## src/rtl/mult_div_unit.sv

```systemverilog
// Iterative multiply/divide unit that owns the HI/LO register pair.
// Define MDU_FAST_MUL_EN to make MULT/MULTU write HI/LO in the accept cycle.
module mult_div_unit #(
    parameter int MUL_CYCLES = 3
) (
    input  logic        clk,
    input  logic        rst,
    input  logic        op_valid_in,
    input  logic [2:0]  op_type_in,
    input  logic [31:0] src_a_in,
    input  logic [31:0] src_b_in,
    input  logic        cancel_in,
    output logic        op_ready_out,
    output logic [31:0] mult_div_res_out,
    output logic        mult_div_accessible_out,
    output logic        busy_out,
    output logic [31:0] hi_out,
    output logic [31:0] lo_out
);

    typedef enum logic [1:0] {S_IDLE, S_MUL, S_DIV, S_FIX} state_e;

    localparam logic [2:0] OP_MULT  = 3'd0;
    localparam logic [2:0] OP_MULTU = 3'd1;
    localparam logic [2:0] OP_DIV   = 3'd2;
    localparam logic [2:0] OP_DIVU  = 3'd3;
    localparam logic [2:0] OP_MTHI  = 3'd4;
    localparam logic [2:0] OP_MTLO  = 3'd5;
    localparam logic [2:0] OP_MFHI  = 3'd6;
    localparam logic [2:0] OP_MFLO  = 3'd7;

    state_e      state_q, state_d;
    logic [4:0]  cnt_q, cnt_d;
    logic [31:0] a_q, a_d;
    logic [31:0] b_q, b_d;
    logic        sgn_q, sgn_d;
    logic [31:0] rem_q, rem_d;
    logic [31:0] quo_q, quo_d;
    logic [31:0] hi_q, hi_d;
    logic [31:0] lo_q, lo_d;
    logic        res_sel_q, res_sel_d;

    logic        accept;
    logic [31:0] b_mag;
    logic [32:0] shifted;
    logic [32:0] diff;

    // Operands are widened to the full product width so the signed multiply
    // sign-extends them; only the low 64 bits are architecturally visible.
    function automatic logic [63:0] mul64(input logic [31:0] a, input logic [31:0] b,
                                          input logic sgn);
        logic signed [65:0] ae;
        logic signed [65:0] be;
        ae = {{34{sgn & a[31]}}, a};
        be = {{34{sgn & b[31]}}, b};
        return 64'(ae * be);
    endfunction

    assign op_ready_out            = !cancel_in && (state_q == S_IDLE || op_type_in[2:1] == 2'b11);
    assign accept                  = op_valid_in && op_ready_out;
    assign busy_out                = (state_q != S_IDLE);
    assign mult_div_accessible_out = (state_q == S_IDLE);
    assign mult_div_res_out        = res_sel_q ? hi_q : lo_q;
    assign hi_out                  = hi_q;
    assign lo_out                  = lo_q;
    assign b_mag                   = (sgn_q && b_q[31]) ? 32'(-b_q) : b_q;

    // NOTE: every variable gets its default before any branch, so no path
    // through this block can leave one unassigned and infer a latch.
    always_comb begin
        state_d   = state_q;
        cnt_d     = cnt_q;
        a_d       = a_q;
        b_d       = b_q;
        sgn_d     = sgn_q;
        rem_d     = rem_q;
        quo_d     = quo_q;
        hi_d      = hi_q;
        lo_d      = lo_q;
        res_sel_d = res_sel_q;
        shifted   = {rem_q, quo_q[31]};
        diff      = shifted - {1'b0, b_mag};

        if (cancel_in) begin
            state_d = S_IDLE;
        end else begin
            unique case (state_q)
                S_MUL: begin
                    if (cnt_q == 5'(MUL_CYCLES - 1)) begin
                        {hi_d, lo_d} = mul64(a_q, b_q, sgn_q);
                        state_d      = S_IDLE;
                    end else begin
                        cnt_d = cnt_q + 5'd1;
                    end
                end
                S_DIV: begin
                    // Restoring step: keep the trial difference only when it did not borrow.
                    if (!diff[32]) begin
                        rem_d = diff[31:0];
                        quo_d = {quo_q[30:0], 1'b1};
                    end else begin
                        rem_d = shifted[31:0];
                        quo_d = {quo_q[30:0], 1'b0};
                    end
                    if (cnt_q == 5'd31) state_d = S_FIX;
                    else                cnt_d   = cnt_q + 5'd1;
                end
                S_FIX: begin
                    if (b_q == 32'd0) begin
                        lo_d = 32'hFFFF_FFFF;
                        hi_d = a_q;
                    end else begin
                        lo_d = (sgn_q && (a_q[31] ^ b_q[31])) ? 32'(-quo_q) : quo_q;
                        hi_d = (sgn_q && a_q[31]) ? 32'(-rem_q) : rem_q;
                    end
                    state_d = S_IDLE;
                end
                default: ;
            endcase

            if (accept) begin
                unique case (op_type_in)
                    OP_MULT, OP_MULTU: begin
`ifdef MDU_FAST_MUL_EN
                        {hi_d, lo_d} = mul64(src_a_in, src_b_in, ~op_type_in[0]);
`else
                        state_d = S_MUL;
                        cnt_d   = '0;
                        a_d     = src_a_in;
                        b_d     = src_b_in;
                        sgn_d   = ~op_type_in[0];
`endif
                    end
                    OP_DIV, OP_DIVU: begin
                        state_d = S_DIV;
                        cnt_d   = '0;
                        a_d     = src_a_in;
                        b_d     = src_b_in;
                        sgn_d   = ~op_type_in[0];
                        rem_d   = '0;
                        quo_d   = (!op_type_in[0] && src_a_in[31]) ? 32'(-src_a_in) : src_a_in;
                    end
                    OP_MTHI: hi_d      = src_a_in;
                    OP_MTLO: lo_d      = src_a_in;
                    OP_MFHI: res_sel_d = 1'b1;
                    OP_MFLO: res_sel_d = 1'b0;
                    default: ;
                endcase
            end
        end
    end

    // NOTE: state is updated with non-blocking assignments so every register
    // samples the pre-edge values of the others.
    always_ff @(posedge clk or posedge rst) begin
        if (rst) begin
            state_q   <= S_IDLE;
            cnt_q     <= '0;
            a_q       <= '0;
            b_q       <= '0;
            sgn_q     <= 1'b0;
            rem_q     <= '0;
            quo_q     <= '0;
            hi_q      <= '0;
            lo_q      <= '0;
            res_sel_q <= 1'b0;
        end else begin
            state_q   <= state_d;
            cnt_q     <= cnt_d;
            a_q       <= a_d;
            b_q       <= b_d;
            sgn_q     <= sgn_d;
            rem_q     <= rem_d;
            quo_q     <= quo_d;
            hi_q      <= hi_d;
            lo_q      <= lo_d;
            res_sel_q <= res_sel_d;
        end
    end

endmodule

```

## config.mk

```make
export PLATFORM = sky130hd
export DESIGN_NAME = mult_div_unit
export DESIGN_NICKNAME = d
export VERILOG_FILES = /design/src/rtl/mult_div_unit.sv
export SDC_FILE = /design/constraint.sdc
export NUM_CORES = 2
export LEC_CHECK = 0
export CELL_PAD_IN_SITES_DETAIL_PLACEMENT = 1
export CELL_PAD_IN_SITES_GLOBAL_PLACEMENT = 2
export CORE_ASPECT_RATIO = 1.2
export CORE_UTILIZATION = 29
export CTS_CLUSTER_DIAMETER = 30
export DETAILED_ROUTE_END_ITERATION = 12
export PLACE_DENSITY = 0.71
export SLEW_MARGIN = 0
export SYNTH_ARGS = -nofsm -noshare
export SYNTH_HDL_FRONTEND = slang
export SYNTH_SLANG_ARGS = --single-unit
```

## constraint.sdc

```tcl
create_clock -name clk -period 13.81 [get_ports clk]
set_clock_uncertainty 0.15 [all_clocks]
set_input_delay 1.381 -clock clk [delete_from_list [all_inputs] [get_ports clk]]
set_output_delay 1.381 -clock clk [all_outputs]
set_load 0.01 [all_outputs]
```

Word-level counts from Yosys, hierarchy flattened
Index checks and enable logic that the tools add are counted.
{"block": "word_totals", "regBits": 201, "latchBits": 0, "ramBits": 0, "rom_bits": 0, "input_bits": 71, "out_inout_bits": 99, "wordCells": 89, "memories": 0}
{"block": "classes", "addsub": 6, "multipliers": 1, "div_mod_pow": 0, "magnitude_cmp": 0, "eq_ne": 13, "shift": 0, "muxes": 35, "n_bitwise": 5, "reduce_logical": 19}
{"op": "2-to-1 mux 32 bit", "count": 20}
{"op": "negator 32 bit", "count": 4}
{"op": "case mux 32 bit (2 select lines)", "count": 2}
{"op": "multiplier 33 x 33 -> 64 bit", "count": 1}
{"op": "subtractor 33 x 32 -> 33 bit", "count": 1}
{"op": "logical NOT 32 bit", "count": 1}
{"op": "2-to-1 mux 5 bit", "count": 4}
{"op": "equality test 3 bit, second input constant", "count": 4}
{"op": "case mux 5 bit (2 select lines)", "count": 1}
{"op": "2-to-1 mux 2 bit", "count": 4}
{"op": "equality test 2 bit, second input constant", "count": 3}
{"op": "equality test 3 x 2 -> 1 bit, second input constant", "count": 2}
{"op": "logical AND 1 bit", "count": 6}
{"op": "case mux 2 bit (3 select lines)", "count": 1}
{"op": "AND reduction 3 bit", "count": 2}
{"op": "adder 5 x 1 -> 5 bit, second input constant", "count": 1}
{"op": "equality test 5 x 2 -> 1 bit, second input constant", "count": 1}
{"op": "equality test 5 bit, second input constant", "count": 1}
{"op": "case mux 2 bit (2 select lines)", "count": 1}
{"op": "nonzero test 2 bit", "count": 2}
{"op": "OR reduction 2 bit", "count": 2}
{"op": "OR reduction 4 bit", "count": 1}
{"op": "equality test 3 x 1 -> 1 bit, second input constant", "count": 1}
{"op": "logical NOT 3 bit", "count": 1}
{"op": "other kinds (9)", "count": 12}

Depth between registers and ports, before layout
{"block": "logic_depth", "ltp_word": 7, "ltp_mapped": 32, "ltp_nobuf": 28}

Worst setup path before layout
Ideal clock, no wire load.
{"block": "synth_path", "path_kind": "reg2reg", "startpoint": "register a_q[31]", "endpoint": "register hi_q[30], in the netlist hi_out[30]", "setup_time_ns": 0.130, "arrival_time_ns": 8.067, "required_ns": 13.530, "path_slack_ns": 5.463, "stages_incl_launch_ff": 30, "n_path_buf": 4, "synth_period_minus_slack_ns": 8.347, "path_cell_list": "dfrtp_1 -> and2_1 -> clkbuf_1 -> clkbuf_1 -> buf_1 -> nand2_1 -> inv_1 -> fa_1 -> inv_1 -> fa_1 -> inv_1 -> fa_1 -> fa_1 -> inv_1 -> fa_1 -> inv_1 -> fa_1 -> inv_1 -> fa_1 -> fa_1 -> inv_1 -> ha_1 -> clkbuf_1 -> and4_1 -> and3_1 -> a32o_1 -> a31o_2 -> o31ai_1 -> mux2i_1 -> o21ai_0"}
{"block": "synth_via", "elab_chain_cells": 6, "word_cells_on_any_way": 9, "cone_classes": "1 x mul; 6 x mux; 1 x bitwise; 1 x reduce/logical"}
{"item": "start: declaration", "line_no": "34", "text": "logic [31:0] a_q, a_d;"}
{"item": "start signal: assignment", "line_no": "159", "text": "a_q <= '0;"}
{"item": "start signal: assignment", "line_no": "170", "text": "a_q <= a_d;"}
{"item": "AND 1 bit / logical AND 1 bit (equally long branches)", "line_no": "54, 114"}
{"item": "multiplier 33 x 33 -> 64 bit / 2-to-1 mux 32 bit (equally long branches)", "line_no": "56, 114"}
{"item": "2-to-1 mux 32 bit (on tied branches)", "line_no": "89, 109"}
{"item": "case mux 32 bit (2 select lines) *", "line_no": "87", "text": "unique case (state_q)"}
{"item": "2-to-1 mux 32 bit", "line_no": "122", "text": "unique case (op_type_in)"}
{"item": "2-to-1 mux 32 bit *", "line_no": "121", "text": "if (accept) begin"}
{"item": "end signal: assignment", "line_no": "175", "text": "hi_q <= hi_d;"}
{"item": "end: declaration", "line_no": "39", "text": "logic [31:0] hi_q, hi_d;"}
Every way passes the cells marked *; elsewhere a longest branch is shown, timed or not.
A chain may end at the register's enable or synchronous reset.

Worst setup path in the final report
{"block": "layout_path", "startpoint": "register sgn_q", "endpoint": "register hi_q[23], in the netlist hi_out[23]"}
{"block": "layout_via", "elab_chain_cells": 6, "word_cells_on_any_way": 10, "cone_classes": "1 x mul; 6 x mux; 2 x bitwise; 1 x reduce/logical"}
{"item": "start: declaration", "line_no": "36", "text": "logic sgn_q, sgn_d;"}
{"item": "start signal: assignment", "line_no": "172", "text": "sgn_q <= sgn_d;"}
{"item": "AND 1 bit, or another cell as far along", "line_no": "54", "text": "ae = {{34{sgn & a[31]}}, a};"}
{"item": "multiplier 33 x 33 -> 64 bit / 2-to-1 mux 32 bit (equally long branches)", "line_no": "56, 114"}
{"item": "2-to-1 mux 32 bit (on tied branches)", "line_no": "89, 109"}
{"item": "case mux 32 bit (2 select lines) *", "line_no": "87"}
{"item": "2-to-1 mux 32 bit", "line_no": "122"}
{"item": "2-to-1 mux 32 bit *", "line_no": "121"}
Marks and branches as above.

==> results.py <==
metrics = {
    "clock_network": {
        "cts_tree": "built",
        "root_buffer": "clkbuf_16",
        "clock-sinks": 201,
        "cts_resized": 0,
        "insertion_delay_ns": 0.66,
        "postCtsSetupBuffers": 0,
        "cts.path.max_buffers": 3,
        "cts_hold_buf": 0,
        "numCtsBuffers": 61,
        "htreeDepth": 2,
        "clkTransAtPathRegs_ns": 0.05,
    },
    "timing": {
        "fin_crit_ns": 10.13,
        "rsz0062_at_grt": "no",
        "setup_tns_ns": 0,
        "relSlewSlack": 0.201,
        "worst-slew-pin-transition_ns": 1.20,
        "hold_viol": 0,
        "final_max_slew_viol_count": 0,
        "min_period_over_period": 0.733,
        "setup_viol": 0,
        "timing.fmax_ghz": 0.0987,
    },
    "global_routing": {
        "grt_pass1_wl_um": 295000,
        "grt_overflow": 0,
        "antenna_found_initial": 10,
        "grt_max_degree": 110,
        "first_global_vias": 47100,
        "grt_usage": 0.215,
    },
    "setup_path": {
        "reg2reg_depth": 26,
        "cp-start-kind": "flip-flop",
        "worst_setup_path_end_kind": "flip-flop",
        "critical_path_arrival_ns": 10.47,
        "timing.rr.start": "sgn_q",
        "r2r_end": "hi_out[23]",
        "cp_max_fo": 14,
        "rrSetupSlack_ns": 3.68,
        "critical_path_class": "reg -> reg",
        "crit_required_ns": 14.15,
    },
    "hold_path": {
        "timing.hold.worst_endpoint": "b_q[30]",
        "worstHoldStart": "b_q[30]",
        "hold_path_class": "reg -> reg",
        "hold_depth": 2,
    },
    "floorplan": {
        "initial_utilization": 0.292,
        "coreArea_um2": 179000,
        "die_width_um": 389,
        "chipHeight_um": 466,
        "die_area_um2": 181000,
        "io_pins": 170,
        "fp-row-count": 170,
    },
    "logic_synthesis": {
        "synth_nets": 7423,
        "seq_area_frac_synth": 0.0965,
        "syn_inst": 5969,
        "synthArstFlopShare": 1.00,
        "ys_ff_latch": 201,
        "netlist_area_um2": 52100,
        "synth-edff-count": 0,
        "syn_avg_cell_area_um2": 8.73,
        "yosys_warnings": 0,
        "yosysUniqueCellTypes": 81,
        "yosys_most_used_dff": "dfrtp_1",
    },
    "layout": {
        "areaGrowthSynthToFinish_pct": 11.9,
        "mostFrequentLayoutCells": "inv_1, fa_1, nand2_1",
        "fillers": 20800,
        "drive_above_1_share": 0.0444,
        "fin_nets": 7373,
        "layout_commonest_cell": "inv_1",
    },
    "placed_design": {
        "portBuffers": 169,
        "place_congestion": 0.899,
        "dpl.hpwl_um": 151000,
    },
    "flow_run": {
        "drv_cap": 0,
    },
    "routing": {
        "drtAntennaViolNets": 0,
        "wl_um": 191000,
        "initialDrtViolationCount": 2275,
        "first_pass_iters": 5,
        "viasPerCell": 5.01,
        "post_drt_wl_per_cell_um": 23.1,
        "num_vias": 41600,
        "drc_errors": 0,
    },
    "outcome": {
        "outcome": "finished, final reports clean",
    },
}
[logic make-up after synthesis]
group                      count (synthesis)  share of synthesized area
buffers and inverters                   1540                      0.112
adders and majority gates               1383                      0.494
and+or+nand+nor                         1822                      0.159
xor gates and xnor gates                 215                     0.0364
AOI/OAI and AO/OA                        747                     0.0897
muxes                                     61                     0.0125
DFF                                      201                     0.0965
[critical path, cell delays in order, from the launching register on]
cell and delay (ns):
dfrtp_1 0.72, buf_4 0.29, nand2_1 0.40, nor2_1 0.39, fa_1 0.56, fa_1 0.64
fa_1 0.54, inv_1 0.44, fa_1 0.50, inv_1 0.10, fa_1 0.45, fa_1 0.51
fa_1 0.51, inv_1 0.05, fa_1 0.48, inv_1 0.05, ha_1 0.37, nand4_1 0.20
nor3_1 0.47, nand4_1 0.17, o22ai_1 0.79, nor2_1 0.15, a311oi_1 0.47, or2_2 0.21
o211ai_1 0.11, mux2i_1 0.17, o21ai_0 0.09
[cells in the mapped netlist, types with 22 or more instances]
master	n	area (um^2)
xor2_1	93	815
nand2b_1	28	175
ha_1	257	3220
nand2_1	1076	4040
o21ai_0	212	1060
a21o_1	33	248
fa_1	1126	22500
nor2_1	163	612
nand3_1	34	170
a221oi_1	29	254
and2_1	351	2200
mux2i_1	28	280
inv_1	1157	4340
o22ai_1	38	238
mux2_2	33	372
buf_1	37	139
o31ai_1	22	165
a31oi_1	26	163
nor2b_1	23	144
clkbuf_1	335	1260
a21oi_1	195	976
xnor2_1	120	1050
a22oi_1	29	218
nor3_1	38	190
dfrtp_1	201	5030
and3_1	32	200
[flip-flops by register name, indices dropped and copies added, names as in the netlist]
name / flops
a_q: 32
b_q: 32
hi_out: 32
lo_out: 32
quo_q: 32
rem_q: 32
cnt_q: 5
state_q: 2
res_sel_q: 1
sgn_q: 1
[metrics by stage]
step | hold slack (ns) | instances | utilization | setup WS (ns) | cell area [um^2]
after floorplan | 0.341 | 5969 | - | 5.46 | 52100
after global placement | 0.309 | 8178 | 0.314 | 3.99 | 56100
after detailed placement | 0.314 | 8178 | 0.314 | 3.70 | 56100
after CTS | 0.325 | 8293 | 0.326 | 3.69 | 58300
after global routing | 0.347 | 8293 | 0.326 | 3.14 | 58300
final | 0.321 | 8298 | 0.326 | 3.68 | 58300
[worst max-delay path by stage]
stage	start	endpoint	slack, ns	cells past startpoint
detailed placement	b_q[1]	hi_out[23]	3.70	25
finish	sgn_q	hi_out[23]	3.68	26
global placement	b_q[1]	hi_out[29]	3.99	25
floorplan	a_q[31]	hi_out[30]	5.46	29
CTS	b_q[1]	hi_out[29]	3.69	25
global route	b_q[1]	hi_out[21]	3.14	25
[final cells by class]
type                       count  area, um^2  share of cell area
clock inverter                28         490             0.00841
clock buffer                  87        1740              0.0299
timing repair buffer         269        2440              0.0418
tap                         2322        2910              0.0498
antenna                        5        12.5            0.000215
multi-input combinational   4228       41300               0.709
sequential                   201        5030              0.0863
inverter                    1158        4350              0.0747
[layer usage]
metal	GRT usage	vias to the layer above	part of all wire
met5	0	-	0.00010
met4	0.0508	2	0.023
met3	0.0243	230	0.044
met2	0.382	939	0.51
met1	0.278	22400	0.42
li1	-	18100	-
Power is left out: the tool's default activity adds up to more than one toggle a clock period on the data nets, which glitch-free logic cannot reach.
